File: src/rtl/uart8_rx_controller_pkg.sv
// Shared definitions for the UART byte-receive controller.
//   rx_state_e      : controller state encoding (also exported on the debug port)
//   RECOVER_CYCLES  : cycles the receiver is held disabled after an error
//   ENTRY_W         : FIFO entry width, {last, data[7:0]}
//   CONSEC_W        : width of the consecutive-error counter (ERR_LIMIT <= 15)
//   sat_inc8        : saturating 8-bit increment used by err_count
package uart8_rx_controller_pkg;

   typedef enum logic [2:0] {
      ST_OFF     = 3'd0,
      ST_ARM     = 3'd1,
      ST_RUN     = 3'd2,
      ST_RECOVER = 3'd3,
      ST_FAULT   = 3'd4
   } rx_state_e;

   localparam int RECOVER_CYCLES = 2;
   localparam int ENTRY_W        = 9;
   localparam int CONSEC_W       = 4;

   function automatic logic [7:0] sat_inc8(input logic [7:0] v);
      return (v == 8'hFF) ? v : v + 8'd1;
   endfunction

endpackage

File: src/rtl/uart8_rx_fifo.sv
// Synchronous first-word-fall-through FIFO of {last, data} entries.
// Ports:
//   clk, rst_n : clock, synchronous active-low reset (pointers/count only)
//   push, din  : write request and entry
//   pop        : read request, ignored when empty
//   dout       : head entry, zero while empty
//   count      : occupancy, 0..DEPTH
//   empty      : no entries
//   drop       : push refused because the FIFO is full and not popping
// A push and pop in the same cycle is accepted even when full.
module uart8_rx_fifo
   import uart8_rx_controller_pkg::*;
#(
   parameter int DEPTH = 8
) (
   input  logic                     clk,
   input  logic                     rst_n,
   input  logic                     push,
   input  logic [ENTRY_W-1:0]       din,
   input  logic                     pop,
   output logic [ENTRY_W-1:0]       dout,
   output logic [$clog2(DEPTH):0]   count,
   output logic                     empty,
   output logic                     drop
);

   localparam int AW = $clog2(DEPTH);
   localparam int CW = AW + 1;

   logic [ENTRY_W-1:0] mem [DEPTH];
   logic [AW-1:0]      wr_ptr;
   logic [AW-1:0]      rd_ptr;
   logic               full;
   logic               do_push;
   logic               do_pop;

   assign empty   = (count == '0);
   assign full    = (count == CW'(DEPTH));
   assign do_pop  = pop && !empty;
   // A full FIFO still takes a write when the head leaves in the same cycle.
   assign do_push = push && (!full || do_pop);
   assign drop    = push && full && !do_pop;
   assign dout    = empty ? '0 : mem[rd_ptr];

   always_ff @(posedge clk) begin
      if (do_push) begin
         mem[wr_ptr] <= din;
      end
   end

   always_ff @(posedge clk) begin
      if (!rst_n) begin
         wr_ptr <= '0;
         rd_ptr <= '0;
         count  <= '0;
      end else begin
         if (do_push) begin
            wr_ptr <= wr_ptr + 1'b1;
         end
         if (do_pop) begin
            rd_ptr <= rd_ptr + 1'b1;
         end
         count <= count + CW'(do_push) - CW'(do_pop);
      end
   end

endmodule

File: src/rtl/uart8_rx_controller.sv
// Control layer around a 16x-oversampling UART receiver: enables the
// receiver, captures each completed byte once, counts and recovers from
// receive errors, and streams bytes out through a FWFT FIFO.
// Ports:
//   clk, rst_n           : clock, synchronous active-low reset
//   enable, clear        : run request; clear of fault/overflow/err_count
//   rx_busy, rx_done,
//   rx_err, rx_data      : receiver status and byte
//   rx_en                : receiver enable (ARM and RUN only)
//   m_valid, m_last,
//   m_data, m_ready      : byte stream; a beat transfers when m_valid and
//                          m_ready are both high at a clock edge, m_valid
//                          never depends on m_ready, and the head entry
//                          stays stable until it transfers
//   fifo_count           : FIFO occupancy
//   overflow, fault      : sticky overflow, FAULT state indicator
//   err_count            : saturating total of receive errors
//   state                : current controller state (debug)
// Build option UART_RX_CTRL_LAST_EN: bytes pass through a one-entry staging
// register so the last byte of a packet (closed by line silence or by
// shutting down) can be tagged with m_last.
module uart8_rx_controller
   import uart8_rx_controller_pkg::*;
#(
   parameter int FIFO_DEPTH   = 8,
   parameter int IDLE_TIMEOUT = 480,
   parameter int ERR_LIMIT    = 3
) (
   input  logic                          clk,
   input  logic                          rst_n,
   input  logic                          enable,
   input  logic                          clear,
   input  logic                          rx_busy,
   input  logic                          rx_done,
   input  logic                          rx_err,
   input  logic [7:0]                    rx_data,
   output logic                          rx_en,
   output logic                          m_valid,
   output logic                          m_last,
   output logic [7:0]                    m_data,
   input  logic                          m_ready,
   output logic [$clog2(FIFO_DEPTH):0]   fifo_count,
   output logic                          overflow,
   output logic                          fault,
   output logic [7:0]                    err_count,
   output rx_state_e                     state
);

   rx_state_e             state_q;
   rx_state_e             state_d;
   logic                  done_q;
   logic                  err_q;
   logic                  done_edge;
   logic                  err_edge;
   logic                  in_run;
   logic                  capture;
   logic                  err_hit;
   logic [1:0]            rec_cnt;
   logic [CONSEC_W-1:0]   consec;

   logic                  fifo_push;
   logic [ENTRY_W-1:0]    fifo_din;
   logic [ENTRY_W-1:0]    fifo_dout;
   logic                  fifo_empty;
   logic                  fifo_drop;

   // Status inputs are level signals; only their rising edges are events.
   assign done_edge = rx_done && !done_q;
   assign err_edge  = rx_err && !err_q;
   assign in_run    = (state_q == ST_RUN) && enable;
   // An error edge coinciding with a done edge discards the byte.
   assign capture   = in_run && done_edge && !err_edge;
   assign err_hit   = in_run && err_edge;

   always_comb begin
      state_d = state_q;
      rx_en   = 1'b0;
      case (state_q)
         ST_OFF: begin
            if (enable) state_d = ST_ARM;
         end
         ST_ARM: begin
            rx_en   = 1'b1;
            state_d = enable ? ST_RUN : ST_OFF;
         end
         ST_RUN: begin
            rx_en = 1'b1;
            if (!enable)       state_d = ST_OFF;
            else if (err_edge) state_d = ST_RECOVER;
         end
         ST_RECOVER: begin
            if (!enable) begin
               state_d = ST_OFF;
            end else if (rec_cnt == 2'(RECOVER_CYCLES - 1)) begin
               // consec already includes the error that brought us here.
               state_d = (consec >= CONSEC_W'(ERR_LIMIT)) ? ST_FAULT : ST_ARM;
            end
         end
         ST_FAULT: begin
            if (clear) state_d = ST_OFF;
         end
         default: state_d = ST_OFF;
      endcase
   end

   always_ff @(posedge clk) begin
      if (!rst_n) begin
         state_q   <= ST_OFF;
         done_q    <= 1'b0;
         err_q     <= 1'b0;
         rec_cnt   <= '0;
         consec    <= '0;
         err_count <= '0;
         overflow  <= 1'b0;
      end else begin
         state_q <= state_d;
         done_q  <= rx_done;
         err_q   <= rx_err;
         rec_cnt <= (state_q == ST_RECOVER) ? rec_cnt + 2'd1 : 2'd0;

         if (state_q == ST_FAULT && clear) begin
            consec <= '0;
         end else if (err_hit) begin
            if (consec != '1) consec <= consec + 1'b1;
         end else if (capture) begin
            consec <= '0;
         end

         if (clear)        err_count <= '0;
         else if (err_hit) err_count <= sat_inc8(err_count);

         if (clear)          overflow <= 1'b0;
         else if (fifo_drop) overflow <= 1'b1;
      end
   end

`ifdef UART_RX_CTRL_LAST_EN
   localparam int SIL_W = (IDLE_TIMEOUT > 2) ? $clog2(IDLE_TIMEOUT) : 1;

   logic             stg_valid;
   logic [7:0]       stg_data;
   logic [SIL_W-1:0] sil_cnt;
   logic             sil_hit;
   logic             going_off;

   assign sil_hit   = stg_valid && !rx_busy && (sil_cnt == SIL_W'(IDLE_TIMEOUT - 1));
   assign going_off = (state_d == ST_OFF) && (state_q != ST_OFF);
   // The staged byte leaves either because a newer byte replaces it (not the
   // end of the packet) or because the packet was closed (end of packet).
   assign fifo_push = stg_valid && (capture || sil_hit || going_off);
   assign fifo_din  = {sil_hit || going_off, stg_data};

   always_ff @(posedge clk) begin
      if (!rst_n) begin
         stg_valid <= 1'b0;
         stg_data  <= '0;
         sil_cnt   <= '0;
      end else begin
         if (capture) begin
            stg_valid <= 1'b1;
            stg_data  <= rx_data;
         end else if (sil_hit || going_off) begin
            stg_valid <= 1'b0;
         end

         if (capture || rx_busy || !stg_valid || sil_hit) begin
            sil_cnt <= '0;
         end else begin
            sil_cnt <= sil_cnt + 1'b1;
         end
      end
   end

   assign m_last = fifo_dout[8];
`else
   // Without staging every byte goes straight in and never marks a packet end.
   logic             unused_busy;
   logic             unused_last;
   logic [31:0]      unused_idle;

   assign fifo_push   = capture;
   assign fifo_din    = {1'b0, rx_data};
   assign m_last      = 1'b0;
   assign unused_busy = rx_busy;
   assign unused_last = fifo_dout[8];
   assign unused_idle = IDLE_TIMEOUT;
`endif

   uart8_rx_fifo #(
      .DEPTH (FIFO_DEPTH)
   ) u_fifo (
      .clk   (clk),
      .rst_n (rst_n),
      .push  (fifo_push),
      .din   (fifo_din),
      .pop   (m_ready),
      .dout  (fifo_dout),
      .count (fifo_count),
      .empty (fifo_empty),
      .drop  (fifo_drop)
   );

   assign m_valid = !fifo_empty;
   assign m_data  = fifo_dout[7:0];
   assign fault   = (state_q == ST_FAULT);
   assign state   = state_q;

endmodule

File: config.mk
export PLATFORM = sky130hd
export DESIGN_NAME = uart8_rx_controller
export DESIGN_NICKNAME = d
export VERILOG_FILES = /design/src/rtl/uart8_rx_controller_pkg.sv /design/src/rtl/uart8_rx_fifo.sv /design/src/rtl/uart8_rx_controller.sv
export SDC_FILE = /design/constraint.sdc
export NUM_CORES = 1
export LEC_CHECK = 0
export ABC_AREA = 1
export BUFFER_PORTS_ARGS = -buffer_cell sky130_fd_sc_hd__buf_2
export CORE_MARGIN = 8
export CORE_UTILIZATION = 58
export DETAILED_ROUTE_END_ITERATION = 8
export HOLD_SLACK_MARGIN = 0.06
export PLACE_DENSITY = 0.87
export RECOVER_POWER = 25
export SLEW_MARGIN = 20
export SYNTH_ARGS = -nofsm -noshare
export SYNTH_HDL_FRONTEND = slang
export SYNTH_SLANG_ARGS = --single-unit
File: constraint.sdc
create_clock -name clk -period 2.3 [get_ports clk]
set_clock_uncertainty 0.05 [all_clocks]
set_input_delay 0.345 -clock clk [delete_from_list [all_inputs] [get_ports clk]]
set_output_delay 0.345 -clock clk [all_outputs]
set_load 0.01 [all_outputs]
==> flow_summary.ini, run 1 <==
[critical_path]
crit_top_cell = nor2_1
regToRegSetupSlack_ns = 0.22
worstSetupPathType = reg2out
r2r-start = u_fifo.count[2]$_SDFF_PN0_
reg2reg_to = u_fifo.count[2]$_SDFF_PN0_
crit_chain = buf_6, nor2_1, nor2_1, o21ai_1, o211ai_1, nand2_1, nor2_1, buf_2
rr_worst_depth = 11
crit_end = m_data[5]
cp-end-kind = primary output
slowest_stage = dfxtp_4
cp_slowest_stage_delay_ns = 0.43
worstSetupStartpointType = register
crit_arrival_ns = 1.76
crit_required_ns = 1.90
cp_max_fo = 24

[global_routing]
grt_usage_pct = 17.9
grt_pass1_vias = 3084
overflow = 0
grt_max_degree = 33
grt_pass1_wl_mm = 14.6
antenna_found_initial = 0

[cts]
numCtsBuffers = 9
h-tree-depth = 3
cts_num_sinks = 97
cts_tree = yes
path_clk_slew_ns = 0.09
clock_path_buffers = 2
clk_latency_ns = 0.35
cts-root-buf = clkbuf_8
post_cts.repair.setup_buffers = 0

[floorplanning]
rows = 31
die-area_um2 = 10600
die_h_um = 103
die_w_um = 103
core_um2 = 7290
start_util_pct = 59.9
top_level_ports = 44

[finish]
final_common_cell = nor2_1
diodes = 0
layout_common_cells = 89 x nor2_1, 69 x nand2_1, 64 x edfxtp_1
synthToLayoutAreaGrowth_pct = 13.3
final_cells = 608
fillCellCount = 566
final_core_util_pct = 67.9
multi_input_area_um2 = 1560
fin_nets = 531
ff_latch_area_um2 = 2590
drive_gt1_share_pct = 17.5

[timing]
slew_viol_final = 0
slew_headroom_pct = 60.4
period_minus_slack_ns = 2.16
fin_crit_sh_pct = 93.7
timing.hold.ws_ns = 0.131
rsz0062_at_grt = no
max_freq_mhz = 464
hold_viol_final = 0
setup_violations = 0
setup_tns_ns = 0
worst_slew_pin_slew_ns = 0.592

[power]
peakVddDrop_mv = 0.487
cellPowerDensity_nw_per_um2 = 933
power.leakage_nw = 2.01

[logic_synthesis]
synth_compound_area_share_pct = 9.62
synthCells = 452
yosysUniqueCellTypes = 35
synth-xor-area-share_pct = 1.00
syn_area_um2 = 4370
yosys.area_share.simple_pct = 21.6
synthAdderAreaFrac_pct = 3.32
ys_warn_count = 0
synth-seq-area-share_pct = 59.1
synth.mux.area_fraction_pct = 0
syn_avg_cell_area_um2 = 9.67
ys_ff_latch = 97
syn_nets = 479
synth_top_family_by_area = simple AND/OR/NAND/NOR gates

[route]
drc = 0
wirelength_mm = 8.97
drtAntennaViolNets = 0
routedWlPerCell_um = 14.8
via_count = 3285
viasPerCell = 5.40
dr.pass1.iters = 5
drt-initial-drc-count = 153

[run]
cap_violations = 0

[status]
outcome = finished clean

[hold_path]
hold_class = in2reg

[placement]
port_buffers = 41
dp_hpwl_mm = 6.26
place_congestion = 0.891
dp.cells = 592
==> per-layer routing <==
| metal | global-route usage (%) | routed length (um) |
|---|---|---|
| met4 | 6.90 | 69 |
| met2 | 32.3 | 4810 |
| met5 | 0 | 0 |
| met1 | 20.8 | 3670 |
| met3 | 2.77 | 421 |
==> cell families after synthesis <==
group | count (synthesis)
DFF | 97
xor gates and xnor gates | 5
buffers and inverters | 57
and+or+nand+nor | 205
other | 1
adders and majority gates | 11
AOI/OAI and AO/OA | 76
==> power by group <==
group / switching (mW) / leakage, nW / internal, mW
logic: 0.897 / 1.05 / 0.508
registers: 0.0862 / 0.845 / 1.94
clock network: 0.574 / 0.111 / 0.619
total: 1.56 / 2.01 / 3.06
==> stage by stage <==
step | power (mW) | setup WS [ns] | instance area (um^2)
after floorplan | 3.00 | 0.173 | 4370
after global placement | 3.37 | 0.306 | 4730
after detailed placement | 3.44 | 0.244 | 4730
after CTS | 4.63 | 0.0149 | 4950
after global routing | 4.87 | 0.0307 | 4950
final | 4.62 | 0.144 | 4950
==> flip-flops by register name, indices dropped and copies added (netlist names), 2 cells and up, named ones only <==
signal         flops
u_fifo.rd_ptr      3
err_count          8
u_fifo.count       4
state              3
u_fifo.mem        64
u_fifo.wr_ptr      3
rec_cnt            2
consec             4
==> cells in the mapped netlist <==
cell type  number  area [um^2]
nand4_1         4         25.0
nand3b_1        1         7.51
nand2_1        69          259
o22ai_1         8         50.1
nand2_4         5         56.3
o21ai_1        36          180
conb_1          1         3.75
or2_1           1         6.26
nor3_1          3         15.0
a21oi_1        15         75.1
nor2_8          3         60.1
nor2_2          5         31.3
a31oi_1         1         6.26
edfxtp_1       64         1920
buf_4           1         7.51
ha_1           10          125
nand3_4         1         17.5
inv_2           6         22.5
dfxtp_1        33          661
a21oi_2         1         8.76
and3_1          2         12.5
xor2_1          2         17.5
inv_1          38          143
fa_1            1         20.0
buf_2          10         50.1
nand3_1        17         85.1
nor2_1         89          334
o21bai_1        1         7.51
o21ai_0         5         25.0
clkbuf_1        2         7.51
nand3_2         1         10.0
and2_1          1         6.26
nand2_2         3         18.8
o211ai_1        9         67.6
xnor2_1         3         26.3
==> final cells by class <==
class	instances	share of cell area (%)
Clock buffer	10	2.58
Clock inverter	6	1.84
Multi-Input combinational cell	298	31.4
Inverter	44	3.38
Tap cell	99	2.50
Timing Repair Buffer	54	6.04
Sequential cell	97	52.2
==> critical path, delay by kind of cell (launching register included) <==
family,cells,cell delay [ns]
DFF,1,0.43
and+or+nand+nor,4,0.38
AOI/OAI and AO/OA,2,0.22
buffers and inverters,2,0.38
==> timing repair <==
action	CTS	global route
endpoints found under the setup margin	5	7
resized for setup	1	4
hold buffers	0	0
==> worst min path at each step <==
stage,start,to,depth (start not counted)
4_1_cts,rx_err,err_q$_SDFF_PN0_,3
6_report,rx_done,done_q$_SDFF_PN0_,3
2_1_floorplan,rec_cnt[0]$_SDFF_PN0_,rec_cnt[0]$_SDFF_PN0_,1
3_3_place_gp,rec_cnt[0]$_SDFF_PN0_,rec_cnt[0]$_SDFF_PN0_,1
5_1_grt,rx_done,done_q$_SDFF_PN0_,3
3_5_place_dp,rec_cnt[0]$_SDFF_PN0_,rec_cnt[0]$_SDFF_PN0_,1
(Power assumes the default switching activity.)
==> inputs of run 2 (changes only) <==
--- a/config.mk
+++ b/config.mk
@@ -7,11 +7,13 @@
 export LEC_CHECK = 0
 export ABC_AREA = 1
 export BUFFER_PORTS_ARGS = -buffer_cell sky130_fd_sc_hd__buf_2
+export CELL_PAD_IN_SITES_DETAIL_PLACEMENT = 1
+export CELL_PAD_IN_SITES_GLOBAL_PLACEMENT = 1
 export CORE_MARGIN = 8
-export CORE_UTILIZATION = 58
+export CORE_UTILIZATION = 45
 export DETAILED_ROUTE_END_ITERATION = 8
 export HOLD_SLACK_MARGIN = 0.06
-export PLACE_DENSITY = 0.87
+export PLACE_DENSITY = 0.86
 export RECOVER_POWER = 25
 export SLEW_MARGIN = 20
 export SYNTH_ARGS = -nofsm -noshare
==> run 2 against run 1 <==
  * Core utilization is 16 points lower
  * Global-route usage fell by 0.21 points
  * Clock-buffer cell count is the same
==> flow_summary.ini, run 2 (synthesized netlist as in run 1, its figures left out) <==
[finish]
synthToLayoutAreaGrowth_pct = 14.3
top_regs = u_fifo.mem: 64 flops, err_count: 8 flops
fillCellCount = 1116
max_flop_register = u_fifo.mem
largest_reg_flops = 64
diodes = 0
final_area_um2 = 4990
final_core_util_pct = 52.0
drive_gt1_share_pct = 18.3
fin_nets = 537
layout_common_cells = 89 x nor2_1, 69 x nand2_1, 64 x edfxtp_1
final_common_cell = nor2_1

[critical_path]
cpLargestDelayFamily = buffers and inverters
crit_buf_inv = 2
crit_chain = buf_4, nor2_1, nor2_1, o21ai_1, o211ai_1, nand2_1, nor2_1, buf_2
slowest_stage = dfxtp_1
crit_top_cell = nor2_1
crit_required_ns = 1.90
cp-end-kind = primary output
cp_max_fo = 23
worstSetupStartpointType = register
cp_slowest_stage_delay_ns = 0.41
crit_arrival_ns = 1.79
worstSetupPathType = reg2out

[route]
highest-signal-layer = met4
drtAntennaViolNets = 0
drc = 0
via_count = 3321
routedWlPerCell_um = 16.9
drt-met1-wl_mm = 4.68
viasPerCell = 5.13
wl_met3_um = 312
wirelength_mm = 11.0
met2_length_mm = 5.82
drt-initial-drc-count = 165
dr.pass1.iters = 4

[status]
outcome = finished clean

[floorplanning]
die_w_um = 115
die-area_um2 = 13100
rows = 36
core_um2 = 9590
start_util_pct = 45.6
die_h_um = 115
top_level_ports = 44

[power]
cellPowerDensity_nw_per_um2 = 907
power_frac_seq_pct = 44.7
power_frac_comb_pct = 32.7
p_int_mw = 2.88
p_clk_share_pct = 22.6
peakVddDrop_mv = 0.344
p_sw_share_pct = 36.5
power.leakage_nw = 2.00
p_switching_mw = 1.65

[cts]
cts_tree = yes
clock_path_buffers = 2
cts-root-buf = clkbuf_8
path_clk_slew_ns = 0.10
numCtsBuffers = 9
clk_latency_ns = 0.36
h-tree-depth = 3
cts_num_sinks = 97

[timing]
worst_slack_ns = 0.112
fin_crit_sh_pct = 95.1
timing.hold.ws_ns = 0.131
worst_slew_pin_slew_ns = 0.685
slew_viol_final = 0
period_minus_slack_ns = 2.19
slew_headroom_pct = 54.3
setup_violations = 0
max_freq_mhz = 457
hold_viol_final = 0

[placement]
place_ws_ns = 0.170
placed_cell_area_um2 = 4800
dp_hpwl_mm = 8.11
place_congestion = 0.838
port_buffers = 41

[global_routing]
grt_max_degree = 33
grt_usage_pct = 17.7
grt_pass1_wl_mm = 18.0
antenna_found_initial = 0
grt_pass1_vias = 3700
overflow = 0

[hold_path]
hold_class = in2reg

[run]
cap_violations = 0
==> run 2: cell count changes in the layout (fill, tap and decap cells not counted), sizes merged <==
cell / before / now
buf: 48 / 53
clkinvlp: 0 / 3
bufinv: 2 / 0
clkinv: 3 / 1
clkbuf: 16 / 17
inv: 45 / 46
==> run 2: what timing repair did <==
action	in CTS	in global routing
hold buffers	0	0
resized for setup	0	3
setup buffers	0	3
setup endpoints to repair	0	8
==> run 2: routing by layer <==
metal  track usage, %  vias to the layer above
li1                 -                     1628
met1             19.6                     1619
met2             32.8                       60
met3             2.74                       14
met4             6.92                        0
met5                0                        -
==> run 2: worst paths after layout <==
path / startpoint / endpoint / slack [ns] / cells past startpoint
setup / recovery: register / m_data[4] / 0.11 / 8
hold / removal: rx_done / done_q$_SDFF_PN0_ / 0.13 / 3
setup reg to reg: u_fifo.count[2]$_SDFF_PN0_ / u_fifo.count[2]$_SDFF_PN0_ / 0.13 / 11
hold reg to reg: rec_cnt[0]$_SDFF_PN0_ / rec_cnt[0]$_SDFF_PN0_ / 0.40 / 1
==> run 2: worst register-to-register path, cell delays in order (launching register included) <==
cell,delay [ns]
dfxtp_1,0.33
inv_1,0.10
ha_1,0.16
nand2_1,0.13
nand2_2,0.15
inv_2,0.08
nand2_1,0.12
o21ai_0,0.11
ha_1,0.23
fa_1,0.39
xnor2_1,0.17
nor2_1,0.05
==> run 2: final cells by class <==
| class | count | area, um^2 | area share (%) |
|---|---|---|---|
| Multi-Input combinational cell | 298 | 1560 | 31.2 |
| Tap cell | 133 | 166 | 3.33 |
| Sequential cell | 97 | 2580 | 51.7 |
| Clock buffer | 10 | 128 | 2.56 |
| Inverter | 44 | 168 | 3.36 |
| Timing Repair Buffer | 60 | 339 | 6.79 |
| Clock inverter | 6 | 51.3 | 1.03 |
==> run 2: metrics by stage <==
| step | TNS [ns] | std cells | total power, mW |
|---|---|---|---|
| 2_1_floorplan | 0 | 452 | 3.00 |
| 3_3_place_gp | 0 | 629 | 3.41 |
| 3_5_place_dp | 0 | 629 | 3.52 |
| 4_1_cts | 0 | 645 | 4.53 |
| 5_1_grt | -0.0187 | 648 | 4.80 |
| 6_report | 0 | 648 | 4.53 |
==> run 2: power groups by stage <==
stage	Sequential, mW	Combinational [mW]	Clock, mW
3_5_place_dp	2.06	1.46	0
3_3_place_gp	2.05	1.36	0
6_report	2.03	1.48	1.03
5_1_grt	2.04	1.64	1.11
2_1_floorplan	2.05	0.944	0
4_1_cts	2.02	1.46	1.04
==> inputs of run 3 (changes only) <==
--- a/config.mk
+++ b/config.mk
@@ -10,10 +10,10 @@
 export CELL_PAD_IN_SITES_DETAIL_PLACEMENT = 1
 export CELL_PAD_IN_SITES_GLOBAL_PLACEMENT = 1
 export CORE_MARGIN = 8
-export CORE_UTILIZATION = 45
+export CORE_UTILIZATION = 40
 export DETAILED_ROUTE_END_ITERATION = 8
 export HOLD_SLACK_MARGIN = 0.06
-export PLACE_DENSITY = 0.86
+export PLACE_DENSITY = 0.79
 export RECOVER_POWER = 25
 export SLEW_MARGIN = 20
 export SYNTH_ARGS = -nofsm -noshare
==> run 3 against run 2 <==
  * Power increased by 1.4%
  * Wire length decreased by 4.2%
  * Sequential share of layout area decreased by 0.19 points
  * Clock power increased by 8%
  * Setup slack improved by 0.019 ns
  * Final cell count increased by 0.31%
  * Via count decreased by 1.1%
  * Clock-buffer cell count unchanged
  * Sequential power about the same
  * Global-route usage decreased by 2.7 points
  * Core utilization decreased by 5.4 points
  * Critical path type unchanged
  * Critical endpoint unchanged
  * Largest power group unchanged
==> flow_summary.ini, run 3 (synthesized netlist as in run 1, its figures left out) <==
[status]
outcome = finished clean

[timing]
fin_crit_sh_pct = 94.3
hold_viol_final = 0
setup_violations = 0
slew_viol_final = 0
max_freq_mhz = 461
period_minus_slack_ns = 2.17
rsz0062_at_grt = no
setup_tns_ns = 0

[finish]
fin_nets = 532
final_core_util_pct = 46.6
drive_gt1_share_pct = 17.5
layout_common_cells = 89 x nor2_1, 69 x nand2_1, 64 x edfxtp_1
final_area_um2 = 5010
top_regs = u_fifo.mem: 64 flops, err_count: 8 flops
final_common_cell = nor2_1
largest_reg_flops = 64
synthToLayoutAreaGrowth_pct = 14.6
diodes = 0
max_flop_register = u_fifo.mem

[critical_path]
cp_max_fo = 32
worstSetupStartpointType = register
rr_worst_depth = 11
crit_arrival_ns = 1.77
worstSetupPathType = reg2out
crit_required_ns = 1.90
cp-end-kind = primary output

[power]
cellPowerDensity_nw_per_um2 = 917
power_frac_seq_pct = 43.8
p_sw_share_pct = 36.4
p_int_mw = 2.92
p_clk_share_pct = 24.1
p_switching_mw = 1.67
power_frac_comb_pct = 32.1
finalPower_mw = 4.59
power.leakage_nw = 2.01
peakVddDrop_mv = 0.339

[hold_path]
min_path_cells = 3
hold_class = in2reg

[floorplanning]
die-area_um2 = 14500
core_um2 = 10700
rows = 38
die_w_um = 121
die_h_um = 121
top_level_ports = 44
start_util_pct = 40.7

[cts]
clk_latency_ns = 0.37
clock_path_buffers = 2
h-tree-depth = 3
cts-root-buf = clkbuf_8
cts_num_sinks = 97
post_cts.repair.setup_buffers = 0
cts_tree = yes
numCtsBuffers = 9
path_clk_slew_ns = 0.10

[global_routing]
overflow = 0
grt_usage_pct = 15.0
grt_pass1_vias = 3520
antenna_found_initial = 0
grt_pass1_wl_mm = 17.0
grt_max_degree = 33

[route]
viasPerCell = 5.05
routedWlPerCell_um = 16.2
drt-initial-drc-count = 165
drc = 0
dr.pass1.iters = 4
wirelength_mm = 10.5
drtAntennaViolNets = 0
via_count = 3285

[run]
cap_violations = 0

[placement]
placed_cell_area_um2 = 4800
place_congestion = 0.765
port_buffers = 41
dp_hpwl_mm = 7.33
[run 3: path summary, 6_finish.rpt]
check	start	end	slack, ns
hold reg to reg	rec_cnt[0]$_SDFF_PN0_	rec_cnt[0]$_SDFF_PN0_	0.40
hold / removal	rx_err	err_q$_SDFF_PN0_	0.11
setup reg to reg	u_fifo.count[2]$_SDFF_PN0_	u_fifo.count[2]$_SDFF_PN0_	0.17
setup / recovery	register	m_data[4]	0.13
[run 3: stage by stage]
step	setup slack (ns)	hold WS (ns)	cells
floorplan	0.173	0.355	452
global placement	0.282	0.363	634
detailed placement	0.172	0.400	634
CTS	0.0306	0.0921	650
global route	0.0117	0.106	650
finish	0.131	0.111	650
[run 3: what timing repair did]
item,CTS,global route
gates resized for setup,0,5
hold buffers,0,0
endpoints found under the setup margin,0,4
[run 3: area by class of cell]
| class | instances | area [um^2] |
|---|---|---|
| fillers | 1266 | 5740 |
| multi-input cells | 298 | 1560 |
| inverters | 44 | 168 |
| clock buffers | 10 | 138 |
| repair buffers | 55 | 327 |
| flip-flops and latches | 97 | 2580 |
| clock inverters | 6 | 62.6 |
| well taps | 140 | 175 |
[run 3: worst max-delay path: stages (launching register included)]
cell and delay (ns):
dfxtp_1 0.44, buf_12 0.23, nor2_1 0.07, nor2_1 0.11, o21ai_1 0.08, o211ai_1 0.11, nand2_1 0.07, nor2_1 0.14
buf_2 0.16
[run 3: power groups by stage]
stage / sequential [mW] / combinational, mW / clock [mW]
after floorplan: 2.05 / 0.944 / 0
after global placement: 2.04 / 1.41 / 0
after detailed placement: 2.05 / 1.48 / 0
after CTS: 2.01 / 1.49 / 1.14
after global routing: 2.03 / 1.66 / 1.20
final: 2.01 / 1.47 / 1.11
[run 3: metal layers]
metal / GRT usage, % / share of wire [%]
met4: 6.09 / 1.2
met5: 0 / 0
met3: 3.36 / 3.6
met1: 16.5 / 43
met2: 27.2 / 52
